### src/rtl/photodiode_button_decode.sv
// Five-channel photodiode button decoder: hysteresis thresholds, per-channel debounce, event queue.
// Define PD_EVENT_FIFO_EN for a 4-entry show-ahead event FIFO; otherwise a single holding register.
module photodiode_button_decode #(
    parameter int unsigned THR_ON     = 16,
    parameter int unsigned THR_OFF    = 32,
    parameter int unsigned DEB_FRAMES = 3
) (
    input  logic        clk,
    input  logic        rst_n,
    input  logic [31:0] PD_delays,
    input  logic [11:0] PD4_delay,
    input  logic        frame_strobe,
    output logic [4:0]  buttons,
    output logic        event_valid,
    output logic [3:0]  event_data,
    input  logic        event_ready,
    output logic        frame_done,
    output logic        overflow,
    output logic        missed_frame
);

    localparam logic [7:0] THR_ON_8  = 8'(THR_ON);
    localparam logic [7:0] THR_OFF_8 = 8'(THR_OFF);
    localparam logic [2:0] DEB_3     = 3'(DEB_FRAMES);

    typedef enum logic {IDLE, SCAN} state_t;

    state_t          state_q, state_d;
    logic [2:0]      idx_q, idx_d;
    logic [4:0][7:0] snap_q, snap_d;
    logic [4:0][2:0] cnt_q, cnt_d;
    logic [4:0]      buttons_q, buttons_d;
    logic            frame_done_q, frame_done_d;
    logic            overflow_q, overflow_d;
    logic            missed_q, missed_d;

    logic            push, push_ok, pop;
    logic [3:0]      push_data;
    logic [7:0]      cur_val;
    logic            cur_btn, cand;
    logic [2:0]      cnt_inc;

`ifdef PD_EVENT_FIFO_EN
    logic [3:0][3:0] mem_q, mem_d;
    logic [1:0]      wr_ptr_q, wr_ptr_d, rd_ptr_q, rd_ptr_d;
    logic [2:0]      count_q, count_d;

    assign event_valid = (count_q != 3'd0);
    assign event_data  = event_valid ? mem_q[rd_ptr_q] : 4'd0;
`else
    logic            hold_valid_q, hold_valid_d;
    logic [3:0]      hold_data_q, hold_data_d;

    assign event_valid = hold_valid_q;
    assign event_data  = hold_valid_q ? hold_data_q : 4'd0;
`endif

    // Low nibble of the channel-4 delay is below the comparison resolution.
    logic unused_pd4_lsbs;
    assign unused_pd4_lsbs = ^PD4_delay[3:0];

    assign pop          = event_valid && event_ready;
    assign buttons      = buttons_q;
    assign frame_done   = frame_done_q;
    assign overflow     = overflow_q;
    assign missed_frame = missed_q;

    always_comb begin
        state_d      = state_q;
        idx_d        = idx_q;
        snap_d       = snap_q;
        cnt_d        = cnt_q;
        buttons_d    = buttons_q;
        frame_done_d = 1'b0;
        overflow_d   = overflow_q;
        missed_d     = missed_q;
        push         = 1'b0;
        push_data    = 4'd0;
        cur_val      = snap_q[idx_q];
        cur_btn      = buttons_q[idx_q];
        cand         = cur_btn ? (cur_val > THR_OFF_8) : (cur_val < THR_ON_8);
        cnt_inc      = cnt_q[idx_q] + 3'd1;

        case (state_q)
            IDLE: begin
                if (frame_strobe) begin
                    snap_d[0] = PD_delays[7:0];
                    snap_d[1] = PD_delays[15:8];
                    snap_d[2] = PD_delays[23:16];
                    snap_d[3] = PD_delays[31:24];
                    snap_d[4] = PD4_delay[11:4];
                    idx_d     = 3'd0;
                    state_d   = SCAN;
                end
            end
            SCAN: begin
                if (frame_strobe) begin
                    missed_d = 1'b1;
                end
                if (!cand) begin
                    cnt_d[idx_q] = 3'd0;
                end else if (cnt_inc == DEB_3) begin
                    cnt_d[idx_q]     = 3'd0;
                    buttons_d[idx_q] = ~cur_btn;
                    push             = 1'b1;
                    push_data        = {~cur_btn, idx_q};
                end else begin
                    cnt_d[idx_q] = cnt_inc;
                end
                if (idx_q == 3'd4) begin
                    idx_d        = 3'd0;
                    frame_done_d = 1'b1;
                    state_d      = IDLE;
                end else begin
                    idx_d = idx_q + 3'd1;
                end
            end
            default: state_d = IDLE;
        endcase

`ifdef PD_EVENT_FIFO_EN
        mem_d    = mem_q;
        wr_ptr_d = wr_ptr_q;
        rd_ptr_d = rd_ptr_q;
        push_ok  = push && ((count_q != 3'd4) || pop);
        if (push_ok) begin
            mem_d[wr_ptr_q] = push_data;
            wr_ptr_d        = wr_ptr_q + 2'd1;
        end
        if (pop) begin
            rd_ptr_d = rd_ptr_q + 2'd1;
        end
        count_d = count_q + {2'b00, push_ok} - {2'b00, pop};
`else
        hold_valid_d = hold_valid_q;
        hold_data_d  = hold_data_q;
        push_ok      = push && (!hold_valid_q || pop);
        if (push_ok) begin
            hold_valid_d = 1'b1;
            hold_data_d  = push_data;
        end else if (pop) begin
            hold_valid_d = 1'b0;
        end
`endif
        if (push && !push_ok) begin
            overflow_d = 1'b1;
        end
    end

    always_ff @(posedge clk) begin
        if (!rst_n) begin
            state_q      <= IDLE;
            idx_q        <= 3'd0;
            snap_q       <= '0;
            cnt_q        <= '0;
            buttons_q    <= 5'd0;
            frame_done_q <= 1'b0;
            overflow_q   <= 1'b0;
            missed_q     <= 1'b0;
`ifdef PD_EVENT_FIFO_EN
            mem_q        <= '0;
            wr_ptr_q     <= 2'd0;
            rd_ptr_q     <= 2'd0;
            count_q      <= 3'd0;
`else
            hold_valid_q <= 1'b0;
            hold_data_q  <= 4'd0;
`endif
        end else begin
            state_q      <= state_d;
            idx_q        <= idx_d;
            snap_q       <= snap_d;
            cnt_q        <= cnt_d;
            buttons_q    <= buttons_d;
            frame_done_q <= frame_done_d;
            overflow_q   <= overflow_d;
            missed_q     <= missed_d;
`ifdef PD_EVENT_FIFO_EN
            mem_q        <= mem_d;
            wr_ptr_q     <= wr_ptr_d;
            rd_ptr_q     <= rd_ptr_d;
            count_q      <= count_d;
`else
            hold_valid_q <= hold_valid_d;
            hold_data_q  <= hold_data_d;
`endif
        end
    end

endmodule

### config.mk
export PLATFORM = sky130hd
export DESIGN_NAME = photodiode_button_decode
export DESIGN_NICKNAME = d
export VERILOG_FILES = /design/src/rtl/photodiode_button_decode.sv
export SDC_FILE = /design/constraint.sdc
export NUM_CORES = 1
export LEC_CHECK = 0
export CELL_PAD_IN_SITES_DETAIL_PLACEMENT = 0
export CELL_PAD_IN_SITES_GLOBAL_PLACEMENT = 1
export CORE_ASPECT_RATIO = 1.4
export CORE_UTILIZATION = 30
export DETAILED_ROUTE_END_ITERATION = 10
export PLACE_DENSITY = 0.72
export SKIP_CTS_REPAIR_TIMING = 1
export SYNTH_ARGS = -nofsm -noshare
export SYNTH_HDL_FRONTEND = slang
export SYNTH_SLANG_ARGS = --single-unit
### constraint.sdc
create_clock -name clk -period 5.85 [get_ports clk]
set_input_delay 0.585 -clock clk [delete_from_list [all_inputs] [get_ports clk]]
set_output_delay 0.585 -clock clk [all_outputs]
set_load 0.05 [all_outputs]
==> metrics, run 1 <==
Flop pwr share ~44%; Die Y roughly 120 um; combinational cell fraction of total power between 10% and 20%; Via-to-Cell Ratio roughly 5; RePlAce Congestion around 0.8; GRT Resource Usage Total approximately 15%; global-route wire length before repair ~13000 um; Max Slew Vio Count 0; Fin. Hold Viols 0; cell taking the most area after synthesis dfxtp_1; critical path class flop to flop; area grow syn2layout 29.2%; CTS tree done; WL/cell 13.3 um; worst vdd ir 0.134 mV; Worst-path clk slew about 0.05 ns; Tot Pwr about 1.2 mW; status complete, no violations; CP Max Fanout 19; Req. time, crit path 6.11 ns; I/O pin total ~60; Clock Tree Root clkbuf_16; Peak Freq about 260 MHz; hold path endpoint snap_q[37]$_SDFFE_PN0P_; gr ovfl total 0; Final Setup Violations 0; WL final 7780 um; layout cells sized above 1 approximately 6.5%; clock latency on the worst-skew pair 0.33 ns; Commonest cells post-synth nand2_1 (96), dfxtp_1 (72), a21oi_1 (52); DR pass1 iterations 4; fin crit period a little under 4 ns; Starting DRT DRC Count roughly 150; # DRC 0; Yosys top cell area share between 40% and 50%; Tightest Pin Transition approximately 0.84 ns; Hold WS 0.450 ns; Worst setup EP type flop; maximum root-to-sink buffer count 2; Starting Density 31.0%; number of buffers created by CTS 9; Die W between 80 and 90 um; DPL Wire Length between 5000 and 6000 um; n_diodes 0; FFs w/ async S/R, synth 0%; largest cells by area after synthesis dfxtp_1 (45%), nand2_1 (11%), a21oi_1 (8.1%); Worst Reg-to-Reg Cells 12; Yosys reg bits around 70; htree depth 3; Clock Skew ~0.0047 ns; Port-buffer cells between 50 and 60; Power Dens Cells 284 mW/mm2; synthesized net count between 400 and 500; via count ~2900; largest net degree at the start of global routing 41; Seq/Total Area, Yosys around 45%; leakage power 1.48 nW; nets roughly 500; synthesized area roughly 0.0032 mm2; switching power between 0.2 and 0.3 mW; top_reg_cell synth dfxtp_1; Clk network pwr share between 40% and 50%; setup_tns 0 ns; Antenna Nets Post-Route 0; pre-CTS WS slightly below 2 ns; hold path depth 2; most common cell in the netlist nand2_1; unrepaired setup endpoints after global routing false; clock sinks 72; sw frac 23.5%; Startpoint Class flop; design internal power slightly above 0.9 mW; fin crit share between 60 and 70%; CORE AREA around 0.010 mm2; yosys warns 0; full die area about 0.011 mm2; reg-to-reg endpoint hold_data_q[2]$_SDFFE_PN0P_; Data arrival, critical path about 4.2 ns; initial antenna violation count 0; reg-to-reg startpoint idx_q[0]$_SDFFE_PN0P_; EDFF count, synth 0; Final Worst Setup Slack ~1.9 ns; Max-slew headroom about 44%; Hold Crit Class flop to flop; Hold Crit Start snap_q[37]$_SDFFE_PN0P_; Cell variety after synth 50; Synth Instances 400; max-cap violations 0; Core Rows 44; number of global-route vias before repair about 2800; reg2reg setup slack between 1.5 and 2 ns; syn avg cell area roughly 8.1 um2
## critical path: stages (launching register included)
cell and delay [ns]:
dfxtp_1 0.84, nor2_1 0.25, and3_1 0.25, a21oi_1 0.40
inv_1 0.09, ha_1 0.26, and2_1 0.18, o21ai_0 0.17
and4_1 0.24, nand2_1 0.15, or3_1 0.53, a21oi_4 0.27
mux2i_1 0.20
## layout make-up
type	instances	area [um2]
clock buffers	11	243
clock inverters	4	45.0
fillers	1070	6240
inverters	6	22.5
multi-input cells	294	1640
flip-flops and latches	72	1440
well taps	138	173
repair buffers	62	606
## placed cells by master (no fill, tap or decap), types with 2 or more instances in the layout
master           Yosys  routed
nand2b_1             3       3
mux4_2               2       2
nand3_1             16      16
o21ai_0              8       8
nor4_1               4       4
and3_1               3       3
o221a_2              2       2
nor3b_1              2       2
a211oi_1             2       2
ha_1                 4       4
clkbuf_16            0       9
o221a_1              6       6
clkinv_2             0       3
dfxtp_1             72      72
or3_1                5       5
nand4_1              6       6
nand3b_1             2       2
nor2_1              26      26
nand2_1             96      96
o41ai_1              6       6
inv_1                5       5
o21ai_1              5       5
buf_4                3       6
mux2i_1             10      10
nor3_1               8       8
a21oi_1             52      52
and2_1               6       6
clkdlybuf4s50_1      0      56
## layer usage
layer	track usage, %	share of wire [%]	vias to the layer above
met5	0	0	-
met4	8.12	2.3	0
met3	2.78	3.7	13
met2	25.1	49	75
met1	18.2	45	1352
li1	-	-	1492
## power groups by stage
stage / clock [mW] / sequential, mW / combinational (mW)
global placement: 0 / 0.536 / 0.127
detailed placement: 0 / 0.537 / 0.128
floorplan: 0 / 0.530 / 0.0804
global route: 0.562 / 0.529 / 0.143
finish: 0.531 / 0.526 / 0.127
CTS: 0.545 / 0.526 / 0.129
## per-stage QoR
step | utilization, % | cells | area [um2]
2_1_floorplan | - | 400 | 3220
4_1_cts | 40.0 | 587 | 4170
3_3_place_gp | 37.3 | 572 | 3880
5_1_grt | 40.0 | 587 | 4170
6_report | 40.0 | 587 | 4170
3_5_place_dp | 37.3 | 572 | 3880
## cells by family after synthesis
| family | after synthesis | synth area share [%] |
|---|---|---|
| multiplexers | 13 | 4.85 |
| adder cells (fa/ha/maj) | 4 | 1.55 |
| flip-flops | 72 | 44.7 |
| AO/OA/AOI/OAI | 93 | 18.5 |
| buffers and inverters | 34 | 4.66 |
| AND/OR/NAND/NOR | 184 | 25.7 |
## registers in the layout (all words and copies together), names as in the netlist
name / flops
buttons: 5
cnt_q: 15
event_valid: 1
frame_done: 1
hold_data_q: 4
idx_q: 3
missed_frame: 1
overflow: 1
snap_q: 40
state_q: 1
## worst max-delay path by stage
stage	end	slack (ns)	cells past startpoint	start
detailed placement	hold_data_q[2]$_SDFFE_PN0P_	1.94	12	idx_q[0]$_SDFFE_PN0P_
floorplan	hold_data_q[0]$_SDFFE_PN0P_	2.26	15	idx_q[1]$_SDFFE_PN0P_
global route	hold_data_q[0]$_SDFFE_PN0P_	1.59	12	idx_q[0]$_SDFFE_PN0P_
CTS	hold_data_q[2]$_SDFFE_PN0P_	1.91	12	idx_q[0]$_SDFFE_PN0P_
global placement	hold_data_q[2]$_SDFFE_PN0P_	2.04	12	idx_q[0]$_SDFFE_PN0P_
finish	hold_data_q[2]$_SDFFE_PN0P_	1.94	12	idx_q[0]$_SDFFE_PN0P_
Note: power is estimated with default switching activity, not from simulation.
==> run 2, diff against run 1 <==
--- a/config.mk
+++ b/config.mk
@@ -10,7 +10,7 @@
 export CORE_ASPECT_RATIO = 1.4
 export CORE_UTILIZATION = 30
 export DETAILED_ROUTE_END_ITERATION = 10
-export PLACE_DENSITY = 0.72
+export PLACE_DENSITY = 0.74
 export SKIP_CTS_REPAIR_TIMING = 1
 export SYNTH_ARGS = -nofsm -noshare
 export SYNTH_HDL_FRONTEND = slang
==> constraint.sdc (replaced) <==
create_clock -name clk -period 3.45 [get_ports clk]
set_input_delay 0.345 -clock clk [delete_from_list [all_inputs] [get_ports clk]]
set_output_delay 0.345 -clock clk [all_outputs]
set_load 0.05 [all_outputs]
==> run 2 against run 1 <==
Effect of this change:
- combinational power rose by 85%
- utilization rose by 0.99 points
- largest power group unchanged
- critical path type unchanged
- power rose by 72%
- maximum frequency rose by 25%
- worst setup slack got worse by 1.6 ns
==> metrics, run 2 (synthesized netlist as in run 1, its figures left out) <==
status complete, no violations; leakage power approximately 1.5 nW; Data arrival, critical path between 3 and 4 ns; number of buffers created by CTS 9; Startpoint Class flop; CTS tree done; Worst Reg-to-Reg Cells 11; Filler cells 1048; reg2reg setup slack around 0.32 ns; initial antenna violation count 0; Via-to-Cell Ratio around 4.9; area grow syn2layout 32.4%; Reg with most FFs snap_q; fin crit share between 90% and 100%; nets ~510; Worst-path clk slew ~0.050 ns; clock latency on the worst-skew pair ~0.34 ns; DR pass1 iterations 4; Core Rows 44; Clock Tree Root clkbuf_16; max reg flops 40; number of global-route vias before repair a little under 3000; htree depth 3; most frequent cells in the layout nand2_1 (96), dfxtp_1 (72), clkdlybuf4s50_1 (56), a21oi_1 (51), nor2_1 (26); Final Setup Violations 0; Final Util roughly two fifths; Starting Density around 31%; GRT Resource Usage Total between 15 and 20%; Fin. Hold Viols 0; reg-to-reg startpoint idx_q[1]$_SDFFE_PN0P_; RePlAce Congestion around 0.82; reg-to-reg endpoint hold_data_q[2]$_SDFFE_PN0P_; Power Dens Cells 478 mW/mm2; Top delay family on crit path simple AND/OR/NAND/NOR gates; maximum root-to-sink buffer count 2; clock sinks 72; via count around 3000; Clock Skew 0.00461 ns; fin crit period roughly 3.1 ns; WL final around 8100 um; CORE AREA ~0.010 mm2; critical path class flop to flop; Max Slew Vio Count 0; Crit path largest cell delay roughly 0.56 ns; layout cells sized above 1 just under 9%; Worst setup EP type flop; # DRC 0; crit-path most repeated cell a21oi_4; Multi-input gate area around 0.0016 mm2; worst path buffer plus inverter count 1; max-cap violations 0; full die area 0.0112 mm2; CP Max Fanout 9; CP cell instances mux4_2, a21oi_4, inv_1, ha_1, and2_1, o21ai_0, and4_1, nand2_1, or3_1, a21oi_4, mux2i_1; Seq. cell area about 0.0014 mm2; leading cell type in the layout, fill and taps excluded nand2_1; Peak Freq between 300 and 400 MHz; Port-buffer cells 56; Die Y 125 um; worst vdd ir between 0.2 and 0.3 mV; gr ovfl total 0; Hold Crit Class flop to flop; hold path endpoint hold_data_q[2]$_SDFFE_PN0P_; n_diodes 0; unrepaired setup endpoints after global routing false; DPL Wire Length a little under 6000 um; Req. time, crit path around 3.7 ns; hold path depth 2; Tightest Pin Transition 0.833 ns; WL/cell roughly 14 um; Die W about 90 um; Antenna Nets Post-Route 0; Starting DRT DRC Count roughly 140; slowest CP cell mux4_2; setup_tns 0 ns; I/O pin total just over 60; largest net degree at the start of global routing roughly 40; global-route wire length before repair between 10000 and 15000 um; Max-slew headroom around 44%; Hold Crit Start hold_data_q[2]$_SDFFE_PN0P_
## run 2: changes by cell type in the layout (fill, tap and decap cells not counted)
cell / change
buf_4: +8
a21oi_1: -1
a21oi_4: +1
buf_12: +1
clkinv_2: -1
clkinv_4: +1
clkinvlp_4: +1
## run 2: layout make-up
cell class / instances / area share (%)
clock buffer: 11 / 5.69
sequential: 72 / 33.8
timing repair buffer: 71 / 16.1
clock inverter: 5 / 1.32
tap: 138 / 4.05
inverter: 6 / 0.528
multi-input combinational: 294 / 38.6
## run 2: worst max-delay path by stage
stage | startpoint | end | slack [ns] | cells past startpoint
6_report | idx_q[1]$_SDFFE_PN0P_ | hold_data_q[2]$_SDFFE_PN0P_ | 0.32 | 11
5_1_grt | idx_q[1]$_SDFFE_PN0P_ | hold_data_q[0]$_SDFFE_PN0P_ | 0.12 | 13
4_1_cts | idx_q[1]$_SDFFE_PN0P_ | hold_data_q[2]$_SDFFE_PN0P_ | 0.28 | 11
3_5_place_dp | idx_q[1]$_SDFFE_PN0P_ | hold_data_q[2]$_SDFFE_PN0P_ | 0.30 | 11
3_3_place_gp | idx_q[1]$_SDFFE_PN0P_ | hold_data_q[2]$_SDFFE_PN0P_ | 0.37 | 11
2_1_floorplan | idx_q[1]$_SDFFE_PN0P_ | hold_data_q[0]$_SDFFE_PN0P_ | 0.04 | 15
## run 2: worst min-delay path, cell delays in order (launching register included)
cell and delay, ns:
dfxtp_1 0.30, nand2_1 0.05, mux2i_1 0.05
## run 2: layer usage
layer	GRT usage, %	vias up	wire [um]
met5	0	-	0
met4	7.75	0	168
met3	4.24	14	270
met2	27.2	62	4200
met1	18.7	1354	3450
li1	-	1510	-
## run 2: power by group
group	internal (mW)	switching [mW]	leakage, nW
Combinational	0.109	0.126	0.794
Clock	0.577	0.342	0.145
Sequential	0.866	0.0213	0.587
Total	1.55	0.490	1.53
## run 2: metrics by stage
step           hold slack, ns  power [mW]  std cells  instance area, um2  setup slack [ns]
2_1_floorplan           0.430        1.04        400                3240            0.0413
3_3_place_gp            0.442        1.14        581                3970             0.371
3_5_place_dp            0.447        1.14        581                3970             0.296
4_1_cts                 0.455        2.06        597                4270             0.282
5_1_grt                 0.468        2.13        597                4270             0.116
6_report                0.453        2.04        597                4270             0.317
